<file path="src/rtl/vga_sync_if.sv">
// Sync-decoder bus: raw hsync/vsync and window configuration in, recovered
// coordinates, strobes, measured totals and lock status out.
interface vga_sync_if #(
   parameter int xresolution = 10,
   parameter int yresolution = 10
);
   logic                   hsync;
   logic                   vsync;
   logic [xresolution-1:0] HBackPorch;
   logic [xresolution-1:0] HActive;
   logic [yresolution-1:0] VBackPorch;
   logic [yresolution-1:0] VActive;

   logic [xresolution-1:0] xposition;
   logic [yresolution-1:0] yposition;
   logic                   DataEnable;
   logic                   LineStart;
   logic                   FrameStart;
   logic [xresolution-1:0] HTotal;
   logic [yresolution-1:0] VTotal;
   logic                   Locked;

   modport master (
      output hsync, vsync, HBackPorch, HActive, VBackPorch, VActive,
      input  xposition, yposition, DataEnable, LineStart, FrameStart,
             HTotal, VTotal, Locked
   );

   modport slave (
      input  hsync, vsync, HBackPorch, HActive, VBackPorch, VActive,
      output xposition, yposition, DataEnable, LineStart, FrameStart,
             HTotal, VTotal, Locked
   );
endinterface

</file>
<file path="src/rtl/vga_sync_decoder.sv">
// Recovers pixel coordinates, data-enable, line/frame totals and a lock flag
// from active-low hsync/vsync, one pixel per clock.
module vga_sync_decoder #(
   parameter int xresolution = 10,
   parameter int yresolution = 10
) (
   input  logic     Clock,
   input  logic     Reset,
   vga_sync_if.slave bus
);

   typedef enum logic [1:0] {HUNT, CHECK, LOCKED} state_t;

   localparam logic [xresolution-1:0] HMAX = '1;
   localparam logic [yresolution-1:0] VMAX = '1;

   state_t                 state, state_next;
   logic                   hs_d, vs_line;
   logic                   hseen, frame_seen, line_err;
   logic [xresolution-1:0] hcount, htotal, hlen;
   logic [yresolution-1:0] vcount, vtotal, vlen;
   logic                   hrise, restart, hsat, err_set, err_any, good;
   logic                   hact, vact, locked, de;
   logic [xresolution:0]   hend;
   logic [yresolution:0]   vend;

   assign hrise   = bus.hsync & ~hs_d;
   assign restart = hrise & bus.vsync & ~vs_line;
   assign hsat    = (hcount == HMAX) & ~hrise;
   assign hlen    = hcount + 1'b1;
   assign vlen    = vcount + 1'b1;
   assign err_set = hrise & hseen & (htotal != '0) & (hlen != htotal);
   // A mismatch on the closing edge itself must count, not just earlier ones.
   assign err_any = line_err | err_set;
   assign good    = frame_seen & ~err_any & (vlen == vtotal);

   always_ff @(posedge Clock) begin
      if (Reset) state <= HUNT;
      else       state <= state_next;
   end

   // NOTE: next state defaults to the current one so no path infers a latch.
   always_comb begin
      state_next = state;
      if (restart) begin
         unique case (state)
            HUNT:    state_next = (frame_seen & ~err_any) ? CHECK : HUNT;
            CHECK:   state_next = good ? LOCKED : HUNT;
            LOCKED:  state_next = good ? LOCKED : HUNT;
            default: state_next = HUNT;
         endcase
      end else if (hsat) begin
         state_next = HUNT;
      end else if ((state == LOCKED) && err_any) begin
         state_next = HUNT;
      end
   end

   // NOTE: all state updates are non-blocking so every branch sees pre-edge values.
   always_ff @(posedge Clock) begin
      if (Reset) begin
         hs_d       <= 1'b1;
         vs_line    <= 1'b1;
         hcount     <= '0;
         vcount     <= '0;
         htotal     <= '0;
         vtotal     <= '0;
         hseen      <= 1'b0;
         frame_seen <= 1'b0;
         line_err   <= 1'b0;
      end else begin
         hs_d <= bus.hsync;
         if (hrise) begin
            hcount  <= '0;
            hseen   <= 1'b1;
            vs_line <= bus.vsync;
            if (hseen) htotal <= hlen;
            if (restart) begin
               vcount     <= '0;
               frame_seen <= 1'b1;
               line_err   <= 1'b0;
               if (frame_seen) vtotal <= vlen;
            end else begin
               if (vcount != VMAX) vcount <= vlen;
               if (err_set) line_err <= 1'b1;
            end
         end else if (hsat) begin
            // Lost horizontal sync: forget everything measured so far.
            hseen      <= 1'b0;
            frame_seen <= 1'b0;
         end else begin
            hcount <= hlen;
         end
      end
   end

   assign hend   = {1'b0, bus.HBackPorch} + {1'b0, bus.HActive};
   assign vend   = {1'b0, bus.VBackPorch} + {1'b0, bus.VActive};
   assign hact   = (hcount >= bus.HBackPorch) && ({1'b0, hcount} < hend);
   assign vact   = (vcount >= bus.VBackPorch) && ({1'b0, vcount} < vend);
   assign locked = (state == LOCKED);
   assign de     = hact & vact & locked;

   assign bus.LineStart  = hrise;
   assign bus.FrameStart = restart;
   assign bus.HTotal     = htotal;
   assign bus.VTotal     = vtotal;
   assign bus.Locked     = locked;
   assign bus.DataEnable = de;
   assign bus.xposition  = de ? hcount - bus.HBackPorch : '0;
   assign bus.yposition  = de ? vcount - bus.VBackPorch : '0;

endmodule

</file>
<file path="src/flat_wrapper.sv">
// flat-port wrapper written by rule: the top's interface ports become plain ports
module vga_sync_decoder_flat 
#(
   parameter int xresolution = 10,
   parameter int yresolution = 10
)
  (Clock, Reset, bus_hsync, bus_vsync, bus_HBackPorch, bus_HActive, bus_VBackPorch, bus_VActive, bus_xposition, bus_yposition, bus_DataEnable, bus_LineStart, bus_FrameStart, bus_HTotal, bus_VTotal, bus_Locked);
  vga_sync_if #(.xresolution(xresolution), .yresolution(yresolution)) bus_i ();
  input  logic Clock;
  input  logic Reset;
  input wire logic [$bits(bus_i.hsync)-1:0] bus_hsync;
  input wire logic [$bits(bus_i.vsync)-1:0] bus_vsync;
  input wire logic [$bits(bus_i.HBackPorch)-1:0] bus_HBackPorch;
  input wire logic [$bits(bus_i.HActive)-1:0] bus_HActive;
  input wire logic [$bits(bus_i.VBackPorch)-1:0] bus_VBackPorch;
  input wire logic [$bits(bus_i.VActive)-1:0] bus_VActive;
  output wire logic [$bits(bus_i.xposition)-1:0] bus_xposition;
  output wire logic [$bits(bus_i.yposition)-1:0] bus_yposition;
  output wire logic [$bits(bus_i.DataEnable)-1:0] bus_DataEnable;
  output wire logic [$bits(bus_i.LineStart)-1:0] bus_LineStart;
  output wire logic [$bits(bus_i.FrameStart)-1:0] bus_FrameStart;
  output wire logic [$bits(bus_i.HTotal)-1:0] bus_HTotal;
  output wire logic [$bits(bus_i.VTotal)-1:0] bus_VTotal;
  output wire logic [$bits(bus_i.Locked)-1:0] bus_Locked;
  assign bus_i.hsync = bus_hsync;
  assign bus_i.vsync = bus_vsync;
  assign bus_i.HBackPorch = bus_HBackPorch;
  assign bus_i.HActive = bus_HActive;
  assign bus_i.VBackPorch = bus_VBackPorch;
  assign bus_i.VActive = bus_VActive;
  assign bus_xposition = bus_i.xposition;
  assign bus_yposition = bus_i.yposition;
  assign bus_DataEnable = bus_i.DataEnable;
  assign bus_LineStart = bus_i.LineStart;
  assign bus_FrameStart = bus_i.FrameStart;
  assign bus_HTotal = bus_i.HTotal;
  assign bus_VTotal = bus_i.VTotal;
  assign bus_Locked = bus_i.Locked;
  vga_sync_decoder #(.xresolution(xresolution), .yresolution(yresolution)) u_core (.Clock(Clock), .Reset(Reset), .bus(bus_i));
endmodule
</file>
<file path="config.mk">
export PLATFORM = sky130hd
export DESIGN_NAME = vga_sync_decoder_flat
export DESIGN_NICKNAME = d
export VERILOG_FILES = /design/src/rtl/vga_sync_if.sv /design/src/rtl/vga_sync_decoder.sv /design/src/flat_wrapper.sv
export SDC_FILE = /design/constraint.sdc
export NUM_CORES = 1
export LEC_CHECK = 0
export BUFFER_PORTS_ARGS = -buffer_cell sky130_fd_sc_hd__buf_2
export CELL_PAD_IN_SITES_DETAIL_PLACEMENT = 1
export CELL_PAD_IN_SITES_GLOBAL_PLACEMENT = 2
export CORE_MARGIN = 5
export CORE_UTILIZATION = 33
export CTS_CLUSTER_SIZE = 16
export DETAILED_ROUTE_END_ITERATION = 12
export PLACE_DENSITY = 0.89
export SLEW_MARGIN = 20
export SYNTH_ARGS = -nofsm -noshare
export SYNTH_HDL_FRONTEND = slang
export SYNTH_SLANG_ARGS = --single-unit
</file>
<file path="constraint.sdc">
create_clock -name Clock -period 4.6 [get_ports Clock]
set_clock_uncertainty 0.1 [all_clocks]
set_input_delay 0.46 -clock Clock [delete_from_list [all_inputs] [get_ports Clock]]
set_output_delay 0.46 -clock Clock [all_outputs]
set_load 0.05 [all_outputs]
</file>
* After elaboration in Yosys (flattened, before gate mapping)
Cells that the tools add are included.
Word-level totals: bits in registers 47, input port bits 44, output and inout port bits 44, word-level logic and storage cells 75
Operators by class: add/sub/neg operators 6, magnitude comparators 4, equality and inequality tests 7, mux-type cells 16, bitwise operators 16, reduce and logical (&&, ||, !) cells 16
Operators with widths (count):
- $mux W10 | 4
- $add A10 B10 Y11 | 2
- $lt A10 B11 Y1 | 2
- $add A10 B1 Y10 const B | 2
- $ge A10 B10 Y1 | 2
- $sub A10 B10 Y10 | 2
- $and A1 B1 Y1 | 11
- $eq A10 B10 Y1 | 1
- $eq A10 B10 Y1 const B | 1
- $ne A10 B10 Y1 | 1
- $ne A10 B10 Y1 const B | 1
- $reduce_bool A10 Y1 | 1
- $mux W2 | 4
- $reduce_and A2 Y1 | 4
- $mux W1 | 7
- $reduce_bool A2 Y1 | 3
- $not A1 Y1 | 4
- $pmux W2 S2 | 1
- $reduce_or A2 Y1 | 2
- $logic_and A1 B1 Y1 | 3
- $reduce_and A3 Y1 | 1
- $reduce_bool A3 Y1 | 1
- $eq A2 B1 Y1 const B | 1
- $eq A2 B2 Y1 const B | 1
- 3 further kinds | 3

* Logic depth before layout (Yosys ltp)
depth after elaboration 12, gate-level depth with buffers 15, mapped depth without buffers 14

* Least setup slack after synthesis
OpenSTA, ideal clock, no wires.
path kind input to output, start input bus_HActive[0], end output bus_xposition[3], arrival 5.445 ns, required time 4.040 ns, slack -1.405 ns, stages 14, path buffers 1, path through ha_1 > fa_1 > a211oi_1 > nor2_1 > o31ai_1 > nand2b_1 > a21oi_1 > xor2_1 > ha_1 > or4_1 > a21oi_1 > o31ai_1 > clkbuf_1 > a2111oi_0
Between the ends: cells in the longest elaborated chain, start to end 6
Ends and longest elaborated chain:
- start: declaration | line flat_wrapper.sv:14 | input wire logic [$bits(bus_i.HActive)-1:0] bus_HActive;
- $add A10 B10 Y11 | line vga_sync_decoder.sv:97 | assign hend = {1'b0, bus.HBackPorch} + {1'b0, bus.HActive};
- $lt A10 B11 Y1 | line vga_sync_decoder.sv:99 | assign hact = (hcount >= bus.HBackPorch) && ({1'b0, hcount} < hend);
- $logic_and A1 B1 Y1 | line vga_sync_decoder.sv:99
- $and A1 B1 Y1 (2 in a row) | line vga_sync_decoder.sv:102 | assign de = hact & vact & locked;
- $mux W10 | line vga_sync_decoder.sv:110 | assign bus.xposition = de ? hcount - bus.HBackPorch : '0;
- end: declaration | line flat_wrapper.sv:17 | output wire logic [$bits(bus_i.xposition)-1:0] bus_xposition;
Every way passes these cells.

* Final worst setup path
start input bus_HActive[0], end output bus_xposition[1]
The elaborated chain is that of the path after synthesis.

==> metrics.txt <==
status=completed; Crit path required time=4.04 ns; initial antenna violation count=0; switching power=349 uW; Leak=0.00257 uW; Arrival @ worst endpoint=3.87 ns; detailed-route DRC error count=0; Mapped Area=4890 sq um; number of routed nets with antenna violations=0; # nets final=826; maximum clock insertion buffer count=2; root buffer cell=clkbuf_16; type of the tightest min-delay check=input port to flip-flop; share of layout cells above drive strength 1=20.0%; fmax=226 MHz; largest net degree at the start of global routing=40; GPL Wtd Cong=0.844; Post-Syn Instances=635; Slew Limit Fails=0; ys flop type=dfxtp_1; H-tree level count=2; Final Hold Viols=0; first-pass GRT wire length=25600 um; Die ar.=17400 sq um; Layout Cell Area excl Fill=5880 sq um; Max Cap Violations=0; syn_area_per_cell=7.70 sq um; commonest non-fill, non-tap cell in the layout=buf_2; asr flop ratio synth=0%; P_int=815 uW; most frequent cells in the layout=buf_2 (78), nor2_1 (77), ha_1 (63), dfxtp_1 (47), xnor2_1 (39); Mapped Nets=746; Row Count=44; port bufs=87; grt total ovfl=0; Startpoint Class=input port; Die Width=132 um; vias in the first global route=5245; CTS hold repair buffers=0; number of synthesized flops with an enable pin=0; DR vias/cell=5.55; pwr dens=198 nW/um^2; Synth warnings=0; CTS tree=done; initial drt markers=258; Max-slew headroom=50.1%; drt total wl=15300 um; crit-path max FO=5; via count=4999; Final Setup Violations=0; # clock sinks=47; clk_lat worst skew=0.29 ns; Core Area=14500 sq um; worst slew pin tran=0.748 ns; Critical Path Sink Type=primary output; fillers=1838; IO Pins=88; router iterations before antenna repair=4; drt wl/cell=17.0 um; period utilization=96.4%; sequential element share of the synthesized area=19.2%; Worst Setup SP=bus_HActive[0]; R2R Path Start=u_core.vcount[0]; Hold Crit Start=bus_hsync; Diodes inserted=0; Placement Cell Area=5610 sq um; clock share of power=37.2%; CTS Buf Count=5; Synth Register Bits=47; crit path kind=input port to primary output; Die H=132 um; Sw Ratio=30.0%; Worst-path clk slew=0.06 ns; Gate power share=26.6%; Hold Slack=0.300 ns; Area Overhead vs Synth=20.2%; Reg power frac=36.2%; Cell variety after synth=65; fin crit period=4.43 ns; Initial Utilization=33.7%; GRT Resource Usage Total=17.2%; HPWL Detailed=12100 um; peak supply drop=0.123 mV
## through the flow
| stage | total power (uW) | setup TNS, ns | cells | utilization, % | setup WS [ns] |
|---|---|---|---|---|---|
| after detailed placement | 732 | -0.0267 | 889 | 38.6 | -0.0267 |
| after global placement | 717 | 0 | 889 | 38.6 | 0.0772 |
| after global routing | 1230 | -0.130 | 900 | 40.4 | -0.0518 |
| final | 1160 | 0 | 900 | 40.4 | 0.167 |
| after floorplan | 641 | -1.58 | 635 | - | -0.209 |
| after CTS | 1170 | 0 | 897 | 39.8 | 0.0692 |
## routing by layer
| layer | GRT usage [%] | share of wire [%] | vias up |
|---|---|---|---|
| li1 | - | - | 2466 |
| met1 | 22.2 | 46 | 2412 |
| met2 | 30.5 | 49 | 102 |
| met3 | 2.60 | 3.9 | 19 |
| met4 | 3.43 | 1.0 | 0 |
| met5 | 0 | 0 | - |
## path summary, 6_finish.rpt
check	endpoint	slack [ns]	cells after the start
setup / recovery	bus_xposition[1]	0.17	17
hold / removal	u_core.hs_d	0.30	2
setup reg to reg	u_core.vcount[9]	1.91	7
hold reg to reg	u_core.vs_line	0.38	2
## cells in the mapped netlist, drive strengths merged, types with 3 or more instances
master	number	area share [%]
nor2	77	5.9
ha	63	16
dfxtp	47	19
a21oi	40	4.1
inv	39	3.1
xnor2	39	7.0
nand2	37	2.9
nor3	37	3.8
a211oi	26	4.0
o21ai	25	2.6
xor2	20	3.6
nand3	17	1.7
clkbuf	16	1.3
a21o	14	2.1
buf	12	1.4
nand4	12	1.5
nor4	9	1.2
and3	8	1.0
nand2b	8	1.2
nand3b	8	1.5
nor3b	7	1.1
o21a	5	0.77
a2111oi	4	0.72
fa	4	1.6
o211ai	4	0.61
or3	4	0.51
a22oi	3	0.46
a311oi	3	0.54
a31oi	3	0.38
nor2b	3	0.38
o311ai	3	0.54
or2	3	0.38
## logic make-up (layout without fill, tap and decap cells)
kind of cell	count (synthesis)	after routing	synth area share [%]
flops	47	47	19.2
compound gates	152	152	20.9
simple gates	239	239	24.5
buf+inv	68	149	5.93
xor+xnor	61	61	11.5
mux	1	1	0.205
fa+ha+maj	67	67	17.7
## sequential cells by signal, summed over array words and instances, names as in the netlist
register and flops:
u_core.bus.VTotal 10, u_core.vcount 10, u_core.hcount 10, u_core.line_err 1, u_core.hs_d 1, u_core.hseen 1
u_core.state 2, u_core.vs_line 1, u_core.bus.HTotal 10, u_core.frame_seen 1
## power by group through the flow
| stage | clock (uW) | combinational [uW] | sequential (uW) |
|---|---|---|---|
| floorplan | 0 | 210 | 431 |
| global placement | 0 | 287 | 430 |
| detailed placement | 0 | 302 | 430 |
| CTS | 443 | 306 | 421 |
| global route | 462 | 348 | 421 |
| finish | 433 | 309 | 421 |
## critical path: stages
cell	delay, ns
buf_2	0.10
ha_1	0.21
fa_1	0.41
a211oi_2	0.21
nor2_1	0.09
o31ai_2	0.22
nand2b_1	0.12
a21oi_2	0.17
xor2_1	0.09
ha_1	0.20
or4_1	0.53
a21oi_2	0.18
o31ai_4	0.07
buf_4	0.17
buf_12	0.12
nor3b_1	0.19
buf_2	0.30
## layout make-up
type	instances	area (sq um)	area share [%]
multi-input cells	520	3800	64.6
well taps	184	230	3.92
flip-flops and latches	47	941	16.0
clock inverters	2	35.0	0.596
repair buffers	101	576	9.79
inverters	40	160	2.72
clock buffers	6	139	2.36
## what timing repair did
item                                    in CTS  in global routing
pin swaps                                    0                  1
resized for setup                            2                 24
endpoints found under the hold margin        0                  0
setup buffers                                0                  3
endpoints found under the setup margin       1                 21
Power figures use the tool's default switching activity.
